**src/rtl/ide_pkg.sv**
```systemverilog
// Shared constants for the IDE PIO target: task-file addresses,
// opcodes, status/error bit positions and the controller state set.
package ide_pkg;

  localparam logic [1:0] CS_CMD = 2'b10;
  localparam logic [1:0] CS_CTL = 2'b01;

  localparam logic [2:0] RA_DATA   = 3'd0;
  localparam logic [2:0] RA_ERR    = 3'd1;
  localparam logic [2:0] RA_CNT    = 3'd2;
  localparam logic [2:0] RA_LBA0   = 3'd3;
  localparam logic [2:0] RA_LBA1   = 3'd4;
  localparam logic [2:0] RA_LBA2   = 3'd5;
  localparam logic [2:0] RA_DEV    = 3'd6;
  localparam logic [2:0] RA_CMD    = 3'd7;
  localparam logic [2:0] RA_DEVCTL = 3'd6;

  localparam logic [7:0] CMD_READ  = 8'h20;
  localparam logic [7:0] CMD_WRITE = 8'h30;

  localparam int ST_BSY  = 7;
  localparam int ST_DRDY = 6;
  localparam int ST_DSC  = 4;
  localparam int ST_DRQ  = 3;
  localparam int ST_ERR  = 0;
  localparam int ER_ABRT = 2;
  localparam int DC_SRST = 2;

  typedef enum logic [2:0] {
    IDLE,
    FILL,
    DRQ_RD,
    DRQ_WR,
    FLUSH,
    SRST
  } state_t;

endpackage

```
**src/rtl/ide_pio_target_if.sv**
```systemverilog
// Block-store port of the IDE PIO target: one word per
// req/ack handshake, addressed by drive, LBA and word index.
interface ide_pio_target_if #(
  parameter int DATA_W = 16,
  parameter int LBA_W  = 28,
  parameter int WORD_W = 8
);
  logic              blk_req;
  logic              blk_we;
  logic              blk_drive;
  logic [LBA_W-1:0]  blk_lba;
  logic [WORD_W-1:0] blk_word;
  logic [DATA_W-1:0] blk_wdata;
  logic [DATA_W-1:0] blk_rdata;
  logic              blk_ack;

  modport master (
    output blk_req, blk_we, blk_drive,
    output blk_lba, blk_word, blk_wdata,
    input  blk_rdata, blk_ack
  );

  modport slave (
    input  blk_req, blk_we, blk_drive,
    input  blk_lba, blk_word, blk_wdata,
    output blk_rdata, blk_ack
  );
endinterface

```
**src/rtl/ide_sector_buf.sv**
```systemverilog
// One-sector staging RAM: single port, registered read,
// read data follows the address one clock later.
module ide_sector_buf #(
  parameter int DATA_W = 16,
  parameter int DEPTH  = 256,
  parameter int AW     = $clog2(DEPTH)
) (
  input  logic              clk,
  input  logic              we,
  input  logic [AW-1:0]     addr,
  input  logic [DATA_W-1:0] wdata,
  output logic [DATA_W-1:0] rdata
);

  logic [DATA_W-1:0] mem [DEPTH];

  always_ff @(posedge clk) begin
    if (we) mem[addr] <= wdata;
    rdata <= mem[addr];
  end

endmodule

```
**src/rtl/ide_pio_target.sv**
```systemverilog
// IDE/ATA PIO device emulation: task file, strobe-edge decode,
// sector buffer and a req/ack block-store master.
module ide_pio_target
  import ide_pkg::*;
#(
  parameter int DATA_W       = 16,
  parameter int SECTOR_WORDS = 256,
  parameter int LBA_W        = 28,
  parameter int NUM_DRIVES   = 1
) (
  input  logic              clk,
  input  logic              reset_n,
  input  logic [DATA_W-1:0] ide_data_in,
  output logic [DATA_W-1:0] ide_data_out,
  input  logic              ide_dior,
  input  logic              ide_diow,
  input  logic [1:0]        ide_cs,
  input  logic [2:0]        ide_da,
  ide_pio_target_if.master  blk
);

  localparam int WW = $clog2(SECTOR_WORDS);
  localparam logic [WW-1:0] LAST = WW'(SECTOR_WORDS - 1);

  state_t state, state_nx;

  logic rd_s, rd_p, wr_s, wr_p;
  logic [1:0] cs_l;
  logic [2:0] da_l;
  logic [DATA_W-1:0] wd_l;
  logic [7:0] cnt;
  logic [27:0] lba;
  logic [3:0] dev_hi;
  logic err, abrt;
  logic [WW-1:0] ptr;
  logic req, prime;
  logic [DATA_W-1:0] wdata;
  logic [DATA_W-1:0] buf_rdata, buf_wdata, rd_mux;
  logic buf_we;
  logic [7:0] status, stat_rd;

  logic rd_ev, wr_ev, cmd_blk, ctl_blk, drv_ok, bsy, drq;
  logic tf_wr, cmd_wr, cmd_ok, dc_wr, rd_adv, wr_adv;
  logic ack_hit, last, more, xfer, sec_done;

  // A strobe only counts if the other one was idle, so an
  // overlapping dior/diow pair is dropped entirely.
  assign rd_ev = rd_s & ~rd_p & wr_p;
  assign wr_ev = wr_s & ~wr_p & rd_p;

  assign cmd_blk = cs_l == CS_CMD;
  assign ctl_blk = cs_l == CS_CTL;
  assign drv_ok  = (NUM_DRIVES > 1) || !dev_hi[0];
  assign bsy     = state inside {FILL, FLUSH, SRST};
  assign drq     = state inside {DRQ_RD, DRQ_WR};

  assign tf_wr  = wr_ev && cmd_blk && da_l != RA_DATA
                  && !bsy && !drq;
  assign cmd_wr = tf_wr && da_l == RA_CMD && drv_ok;
  assign cmd_ok = wd_l[7:0] == CMD_READ
                  || wd_l[7:0] == CMD_WRITE;
  assign dc_wr  = wr_ev && ctl_blk && da_l == RA_DEVCTL;
  assign rd_adv = rd_ev && cmd_blk && da_l == RA_DATA
                  && state == DRQ_RD;
  assign wr_adv = wr_ev && cmd_blk && da_l == RA_DATA
                  && state == DRQ_WR;

  assign ack_hit  = req && blk.blk_ack;
  assign last     = ptr == LAST;
  assign more     = cnt != 8'd1;
  assign xfer     = state == FILL || state == FLUSH;
  assign sec_done = (rd_adv && last)
                    || (state == FLUSH && ack_hit && last);

  always_comb begin
    status = '0;
    if (state == SRST) begin
      status[ST_BSY] = 1'b1;
    end else begin
      status[ST_BSY]  = bsy;
      status[ST_DRDY] = 1'b1;
      status[ST_DSC]  = 1'b1;
      status[ST_DRQ]  = drq;
      status[ST_ERR]  = err;
    end
  end

  assign stat_rd = drv_ok ? status : 8'h00;

  always_comb begin
    rd_mux = '0;
    if (cmd_blk) begin
      unique case (da_l)
        RA_DATA: rd_mux = (state == DRQ_RD) ? buf_rdata : '0;
        RA_ERR:  rd_mux = DATA_W'({5'b0, abrt, 2'b0});
        RA_CNT:  rd_mux = DATA_W'(cnt);
        RA_LBA0: rd_mux = DATA_W'(lba[7:0]);
        RA_LBA1: rd_mux = DATA_W'(lba[15:8]);
        RA_LBA2: rd_mux = DATA_W'(lba[23:16]);
        RA_DEV:  rd_mux = DATA_W'({dev_hi, lba[27:24]});
        default: rd_mux = DATA_W'(stat_rd);
      endcase
    end else if (ctl_blk && da_l == RA_DEVCTL) begin
      rd_mux = DATA_W'(stat_rd);
    end
  end

  always_comb begin
    state_nx = state;
    unique case (state)
      IDLE: begin
        if (cmd_wr && wd_l[7:0] == CMD_READ) state_nx = FILL;
        else if (cmd_wr && wd_l[7:0] == CMD_WRITE) state_nx = DRQ_WR;
      end
      FILL:   if (ack_hit && last) state_nx = DRQ_RD;
      DRQ_RD: if (rd_adv && last) state_nx = more ? FILL : IDLE;
      DRQ_WR: if (wr_adv && last) state_nx = FLUSH;
      FLUSH:  if (ack_hit && last) state_nx = more ? DRQ_WR : IDLE;
      SRST:   if (dc_wr && !wd_l[DC_SRST]) state_nx = IDLE;
      default: state_nx = IDLE;
    endcase
    if (dc_wr && wd_l[DC_SRST]) state_nx = SRST;
  end

  always_ff @(posedge clk) begin
    if (!reset_n) state <= IDLE;
    else state <= state_nx;
  end

  assign buf_we    = (state == FILL && ack_hit) || wr_adv;
  assign buf_wdata = (state == FILL) ? blk.blk_rdata : wd_l;

  always_ff @(posedge clk) begin
    if (!reset_n) begin
      rd_s <= 1'b1;
      rd_p <= 1'b1;
      wr_s <= 1'b1;
      wr_p <= 1'b1;
      cs_l <= '0;
      da_l <= '0;
      wd_l <= '0;
      ide_data_out <= '0;
      cnt <= '0;
      lba <= '0;
      dev_hi <= '0;
      err <= 1'b0;
      abrt <= 1'b0;
      ptr <= '0;
      req <= 1'b0;
      prime <= 1'b0;
      wdata <= '0;
    end else begin
      rd_s <= ide_dior;
      rd_p <= rd_s;
      wr_s <= ide_diow;
      wr_p <= wr_s;
      if (!ide_dior || !ide_diow) begin
        cs_l <= ide_cs;
        da_l <= ide_da;
      end
      if (!ide_diow) wd_l <= ide_data_in;
      ide_data_out <= rd_s ? '0 : rd_mux;

      if (state_nx == SRST) begin
        req <= 1'b0;
        prime <= 1'b0;
        ptr <= '0;
      end else if (state == SRST) begin
        cnt <= '0;
        lba <= '0;
        dev_hi <= '0;
        err <= 1'b0;
        abrt <= 1'b0;
      end else begin
        if (tf_wr) begin
          unique case (da_l)
            RA_CNT:  cnt <= wd_l[7:0];
            RA_LBA0: lba[7:0] <= wd_l[7:0];
            RA_LBA1: lba[15:8] <= wd_l[7:0];
            RA_LBA2: lba[23:16] <= wd_l[7:0];
            RA_DEV: begin
              dev_hi <= wd_l[7:4];
              lba[27:24] <= wd_l[3:0];
            end
            default: ;
          endcase
        end
        if (cmd_wr) begin
          err <= !cmd_ok;
          abrt <= !cmd_ok;
          if (cmd_ok) ptr <= '0;
        end
        // prime spaces requests one clock apart and lets the
        // buffer read settle before a flush word is presented
        if (xfer) begin
          if (req) begin
            if (blk.blk_ack) begin
              req <= 1'b0;
              ptr <= ptr + WW'(1);
            end
          end else if (!prime) begin
            prime <= 1'b1;
          end else begin
            req <= 1'b1;
            prime <= 1'b0;
            if (state == FLUSH) wdata <= buf_rdata;
          end
        end
        if (rd_adv || wr_adv) ptr <= ptr + WW'(1);
        if (sec_done) begin
          cnt <= cnt - 8'd1;
          if (more) lba[LBA_W-1:0] <= lba[LBA_W-1:0] + LBA_W'(1);
        end
      end
    end
  end

  ide_sector_buf #(
    .DATA_W (DATA_W),
    .DEPTH  (SECTOR_WORDS)
  ) u_buf (
    .clk   (clk),
    .we    (buf_we),
    .addr  (ptr),
    .wdata (buf_wdata),
    .rdata (buf_rdata)
  );

  assign blk.blk_req   = req;
  assign blk.blk_we    = state == FLUSH;
  assign blk.blk_drive = dev_hi[0];
  assign blk.blk_lba   = lba[LBA_W-1:0];
  assign blk.blk_word  = ptr;
  assign blk.blk_wdata = wdata;

endmodule

```
**src/flat_wrapper.sv**
```systemverilog
// flat-port wrapper written by rule: the top's interface ports become plain ports
module ide_pio_target_flat import ide_pkg::*;
#(
  parameter int DATA_W       = 16,
  parameter int SECTOR_WORDS = 256,
  parameter int LBA_W        = 28,
  parameter int NUM_DRIVES   = 1
)
  (clk, reset_n, ide_data_in, ide_data_out, ide_dior, ide_diow, ide_cs, ide_da, blk_blk_req, blk_blk_we, blk_blk_drive, blk_blk_lba, blk_blk_word, blk_blk_wdata, blk_blk_rdata, blk_blk_ack);
  ide_pio_target_if #(.DATA_W(DATA_W), .LBA_W(LBA_W), .WORD_W(8)) blk_i ();
  input  logic clk;
  input  logic reset_n;
  input  logic [DATA_W-1:0] ide_data_in;
  output logic [DATA_W-1:0] ide_data_out;
  input  logic ide_dior;
  input  logic ide_diow;
  input  logic [1:0] ide_cs;
  input  logic [2:0] ide_da;
  output wire logic [$bits(blk_i.blk_req)-1:0] blk_blk_req;
  output wire logic [$bits(blk_i.blk_we)-1:0] blk_blk_we;
  output wire logic [$bits(blk_i.blk_drive)-1:0] blk_blk_drive;
  output wire logic [$bits(blk_i.blk_lba)-1:0] blk_blk_lba;
  output wire logic [$bits(blk_i.blk_word)-1:0] blk_blk_word;
  output wire logic [$bits(blk_i.blk_wdata)-1:0] blk_blk_wdata;
  input wire logic [$bits(blk_i.blk_rdata)-1:0] blk_blk_rdata;
  input wire logic [$bits(blk_i.blk_ack)-1:0] blk_blk_ack;
  assign blk_blk_req = blk_i.blk_req;
  assign blk_blk_we = blk_i.blk_we;
  assign blk_blk_drive = blk_i.blk_drive;
  assign blk_blk_lba = blk_i.blk_lba;
  assign blk_blk_word = blk_i.blk_word;
  assign blk_blk_wdata = blk_i.blk_wdata;
  assign blk_i.blk_rdata = blk_blk_rdata;
  assign blk_i.blk_ack = blk_blk_ack;
  ide_pio_target #(.DATA_W(DATA_W), .SECTOR_WORDS(SECTOR_WORDS), .LBA_W(LBA_W), .NUM_DRIVES(NUM_DRIVES)) u_core (.clk(clk), .reset_n(reset_n), .ide_data_in(ide_data_in), .ide_data_out(ide_data_out), .ide_dior(ide_dior), .ide_diow(ide_diow), .ide_cs(ide_cs), .ide_da(ide_da), .blk(blk_i));
endmodule
```
**config.mk**
```make
export PLATFORM = sky130hd
export DESIGN_NAME = ide_pio_target_flat
export DESIGN_NICKNAME = d
export VERILOG_FILES = /design/src/rtl/ide_pkg.sv /design/src/rtl/ide_pio_target_if.sv /design/src/rtl/ide_sector_buf.sv /design/src/rtl/ide_pio_target.sv /design/src/flat_wrapper.sv
export SDC_FILE = /design/constraint.sdc
export NUM_CORES = 2
export LEC_CHECK = 0
export ABC_AREA = 1
export BUFFER_PORTS_ARGS = -buffer_cell sky130_fd_sc_hd__buf_2
export CORE_MARGIN = 2
export CORE_UTILIZATION = 45
export CTS_BUF_LIST = sky130_fd_sc_hd__clkbuf_4
export DETAILED_ROUTE_END_ITERATION = 16
export GPL_ROUTABILITY_DRIVEN = 0
export PLACE_DENSITY_LB_ADDON = 0.08
export SLEW_MARGIN = 0
export SYNTH_ARGS = -nofsm -noshare
export SYNTH_HDL_FRONTEND = slang
export SYNTH_SLANG_ARGS = --single-unit
```
**constraint.sdc**
```tcl
create_clock -name clk -period 34.4 [get_ports clk]
set_input_delay 6.88 -clock clk [delete_from_list [all_inputs] [get_ports clk]]
set_output_delay 6.88 -clock clk [all_outputs]
set_load 0.03 [all_outputs]
```
After elaboration in Yosys (flattened, before gate mapping). Memories as Yosys holds them, arrays and structs flattened. A register that Yosys moved wholly into a read port is not among the register bits. Cells that the tools add are included.

Add/subtract/negate cells: 3. Eq/ne operators: 19. Muxes and demuxes: 50. Bitwise operators: 10. Reductions and logical operators: 56.

Operator list (count): 8-bit 2-to-1 mux (15); 28-bit 2-to-1 mux (4); 16-bit case mux with 7 select lines (1); 16-bit 2-to-1 mux (3); 28-bit by 1-bit adder with 28-bit output, second input constant (1); 1-bit logical AND (25); 3-bit 2-to-1 mux (8); 3-bit == test, second input constant (7); 3-bit case mux with 6 select lines (1); 8-bit by 6-bit == test with 1-bit output, second input constant (2); 4-bit 2-to-1 mux (4); 3-bit by 2-bit == test with 1-bit output, second input constant (4); 1-bit 2-to-1 mux (12); 3-bit nonzero test (4); 3-bit AND reduction (3); 8-bit by 1-bit adder with 8-bit output, second input constant (1); 8-bit == test, second input constant (1); 8-bit by 1-bit != test with 1-bit output, second input constant (1); 2-bit nonzero test (4); 8-bit by 1-bit subtractor with 8-bit output, second input constant (1); 1-bit zero test (7); 3-bit by 1-bit == test with 1-bit output, second input constant (2); 3-bit zero test (2); 1-bit logical OR (6); 8 further kinds (19).

Register bits after elaboration: 111. RAM bits: 4096. Input port bits: 42. Word-level logic and storage cells: 156. Memories kept: 1.

Memory list: u_core.u_buf.mem (words 256, width 16, read ports 1, clocked after Yosys merged registers in 1, write ports 1, line ide_sector_buf.sv:15) `logic [DATA_W-1:0] mem [DEPTH];`.

Logic depth before layout (Yosys ltp).
Depth after elaboration: 17. Mapped depth: 17. Depth with buffers taken out: 15.

By module. From an unflattened synthesis, not the netlist that was laid out.

Cell total of the unflattened synthesis: 16703. Area, all modules: 174615.0 µm².

Modules (own cells, without submodules): ide_sector_buf (instances 1, cells an instance 15662, area each 168111.2 µm², sequential area each 123318.3 µm²); ide_pio_target (instances 1, cells an instance 1041, area each 6503.7 µm², sequential area each 2222.1 µm²).

Least setup slack after synthesis. OpenSTA, ideal clock, no wires.

Path type: input port to flip-flop. Start point: input port blk_blk_rdata[6]. End point: memory u_core.u_buf.mem[0][6], data pin. Setup time: 2.189 ns. Arrival time: 11.690 ns. Path slack: 20.522 ns. Stages: 2. Buffers on the path: 0. Path through: nand2_1 > o21ai_0.

Word-level cells in the longest chain between the ends: 1.

Ends and longest elaborated chain: start: declaration (line flat_wrapper.sv:25) `input wire logic [$bits(blk_i.blk_rdata)-1:0] blk_blk_rdata;`; 16-bit 2-to-1 mux (line ide_pio_target.sv:131) `assign buf_wdata = (state == FILL) ? blk.blk_rdata : wd_l;`; named net u_core.buf_wdata[6] (line ide_pio_target.sv:38) `logic [DATA_W-1:0] buf_rdata, buf_wdata, rd_mux;`; end: declaration (line ide_sector_buf.sv:15).

The timed path passes the listed nets, and every way through them passes these cells.

Worst setup path in the final report.
Start point: register u_core.ptr[0] (netlist: u_core.blk.blk_word[0]). End point: output port blk_blk_word[0].

RTL lines: start: declaration (line ide_pio_target.sv:35) `logic [WW-1:0] ptr;`; start signal: assignment (line ide_pio_target.sv:199) `ptr <= ptr + WW'(1);`; start signal: assignment (line ide_pio_target.sv:209) `if (rd_adv || wr_adv) ptr <= ptr + WW'(1);`; end: declaration (line flat_wrapper.sv:23) `output wire logic [$bits(blk_i.blk_word)-1:0] blk_blk_word;`.

No word-level cell between the ends.

==> reports/results.txt <==
Post-CTS Hold Buffers -> 0
Final hold violation count -> 0
Die Footprint -> 0.382 mm^2
Sequential area share after synthesis -> 74.1%
Max Buffers Root-to-Sink -> 5
Largest net degree at the start of global routing -> 180
Crit path largest cell delay -> 800 ps
Worst Path Arrival -> 2830 ps
Leak Pwr -> 67.0 nW
Slack of the critical path -> 24690 ps
CTS Buf Count -> 1186
Die height -> 618 um
Post-synth cell types -> 51
Core area -> 0.375 mm^2
First-pass GRT wire length -> 819 mm
Post-DR wirelength/cell -> 27.6 um
Max-Cap Viols -> 0
Max Clock Skew -> 132 ps
Post-layout min period -> 9710 ps
Clock-pin slew on the worst setup and hold paths -> 60 ps
CP Max Fanout -> 43
Routed WL -> 576 mm
Top FF cell, synth -> edfxtp_1
Syn_area_per_cell -> 11.8 um^2
Placed cell count -> 18900
Startpoint Class -> flip-flop
Dpl cell area -> 0.176 mm^2
FP Rows -> 225
Power Density -> 54.0 mW/mm^2
Vias -> 120000
DP HPWL -> 340 mm
Dominant cell type by area after synthesis -> edfxtp_1
I/O pin total -> 113
Initial Utilization -> 45.2%
Worst-Margin Slew -> 1420 ps
Final instance area -> 0.190 mm^2
Period utilisation layout -> 28.2%
Fin. max-slew vios -> 0
Buf/Inv on CP -> 1
Synth Warn # -> 0
Hold Path Class -> reg -> reg
Proportion of layout cells with a drive suffix above 1 -> 15.0%
Top delay family on crit path -> flip-flops
Required time worst endpoint -> 27520 ps
CTS resizes -> 0
Slowest stage cell, crit path -> dfxtp_4
Top-area cell type share of the netlist area -> 72.6%
Dpl ws -> 23690 ps
Antenna-violating nets left -> 0
Die Wd -> 618 um
DRC Markers -> 0
CTS tree -> yes
Port bufs -> 112
Asr flop ratio synth -> 0%
Number of setup violations in the final report -> 0
Unrepaired setup endpoints after global routing -> false
Initial antenna violation count -> 32
Fin cells -> 20900
H-tree levels -> 7
Vias in the first global route -> 117000
Synth area leaders -> edfxtp_1 73%, nor2_1 7.9%, o21ai_0 7.3%
Relative slew slack -> 5.18%
Area growth from synthesis to layout -> 12.0%
GR Overflow Total -> 0
DRT Pass-1 Iters -> 7
Setup CP Type -> reg -> out
Sum Neg Setup Slack -> 0 ps
FF+latch count, synth -> 4223
Starting DRT DRC Count -> 16500
Critical path endpoint category -> output pin
Mapped Nets -> 14400
Run status -> completed
Final Util -> 50.6%
GRT Util Overall -> 29.9%
VDD IR-drop max -> 0.0000329 V
# nets final -> 15200
Post-CTS setup buffers -> 0
F_max -> 0.103 GHz
Count of clock tree sinks -> 4223
Clk root buf -> clkbuf_4
Number of synthesized flops with an enable pin -> 4096
Clk Latency, worst-skew pair -> 1740 ps
Ordered cell list for the critical path -> buf_2
Synthesized area -> 0.170 mm^2
Vias per cell -> 5.76
Syn Inst Count -> 14300
power by group:
group          switching [mW]  internal (mW)
sequential            0.00334           5.67
combinational           0.177         0.0148
clock                    2.06           2.33
total                    2.24           8.01
cells in the final DEF (no fill, tap or decap), types with 100 or more instances in the layout:
master	netlist	routed
o22ai_1	460	460
nor2_1	3547	3495
clkinv_1	4	179
edfxtp_1	4096	4096
o21ai_0	2466	2453
inv_1	142	142
buf_2	273	112
a21oi_1	100	100
buf_4	34	366
clkbuf_4	0	1672
dfxtp_1	127	125
nand2_1	2002	1977
o21ai_1	121	126
logic make-up (layout without fill, tap and decap cells):
kind of cell / Yosys count / after routing / synth area share, %
adders and majority gates: 7 / 7 / 0.0517
xor gates and xnor gates: 14 / 14 / 0.0723
other: 0 / 36 / 0
DFF: 4223 / 4223 / 74.1
and+or+nand+nor: 5824 / 5824 / 13.3
buffers and inverters: 1059 / 2574 / 2.76
AOI/OAI and AO/OA: 3183 / 3183 / 9.80
synthesized netlist by cell type (3+ instances only):
| library cell | number |
|---|---|
| o21ai_1 | 121 |
| nand3_1 | 90 |
| o211ai_1 | 17 |
| o2111ai_1 | 3 |
| nor2_4 | 5 |
| nor3_1 | 46 |
| nand2_1 | 2002 |
| clkinv_1 | 4 |
| xor2_1 | 13 |
| o21ai_0 | 2466 |
| buf_6 | 29 |
| nand2_4 | 3 |
| o22ai_1 | 460 |
| dfxtp_1 | 127 |
| clkbuf_1 | 503 |
| a22oi_1 | 3 |
| nand2_2 | 7 |
| a21oi_1 | 100 |
| nor2_1 | 3547 |
| inv_1 | 142 |
| ha_1 | 7 |
| nand3b_1 | 6 |
| nand3_2 | 5 |
| nor2_2 | 5 |
| and2_1 | 5 |
| nor4_1 | 3 |
| buf_1 | 53 |
| buf_4 | 34 |
| edfxtp_1 | 4096 |
| buf_2 | 273 |
| inv_2 | 17 |
| nand4_1 | 92 |
stage by stage:
step                hold WS [ps]  power, mW
floorplan                    425       5.90
CTS                          476       10.3
global placement             461       5.97
global route                 498       10.6
detailed placement           467       5.97
finish                       470       10.3
sequential cells by signal, summed over array words and instances (netlist names):
register and count:
u_core.ide_data_out 16, u_core.wr_p 1, u_core.abrt 1, u_core.blk.blk_wdata 16, u_core.wr_s 1, u_core.prime 1, u_core.rd_s 1, u_core.rd_p 1
u_core.state 3, u_core.u_buf.rdata 16, u_core.blk.blk_word 8, u_core.blk.blk_lba 28, u_core.da_l 3, u_core.cnt 8, u_core.wd_l 16, u_core.u_buf.mem 4096
u_core.dev_hi 4, u_core.blk.blk_req 1, u_core.cs_l 2
cell type report:
type / instances / area (um^2)
diodes: 36 / 90.1
clock buffers: 1672 / 12600
clock inverters: 234 / 1310
fillers: 33500 / 185000
inverters: 165 / 644
multi-input cells: 9028 / 39700
flip-flops and latches: 4223 / 126000
well taps: 4994 / 6250
repair buffers: 503 / 3760
layer usage:
| layer | up-vias | wire, um | track usage, % |
|---|---|---|---|
| li1 | 52900 | - | - |
| met1 | 59600 | 237000 | 41.0 |
| met2 | 6781 | 258000 | 45.0 |
| met3 | 948 | 59800 | 8.19 |
| met4 | 4 | 21700 | 12.4 |
| met5 | - | 25 | 0 |
worst paths after layout:
check,from,end,slack [ps],depth (start not counted)
worst max-delay path,u_core.blk.blk_word[0]$_SDFFE_PP0P_,blk_blk_word[0],24690,1
worst min register to register,u_core.u_buf.rdata[13]$_DFF_P_,u_core.ide_data_out[13]$_SDFF_PP0_,470,2
worst max register to register,u_core.blk.blk_word[0]$_SDFFE_PP0P_,u_core.u_buf.rdata[14]$_DFF_P_,27330,17
worst min-delay path,u_core.u_buf.rdata[13]$_DFF_P_,u_core.ide_data_out[13]$_SDFF_PP0_,470,2
(Power assumes the default switching activity.)
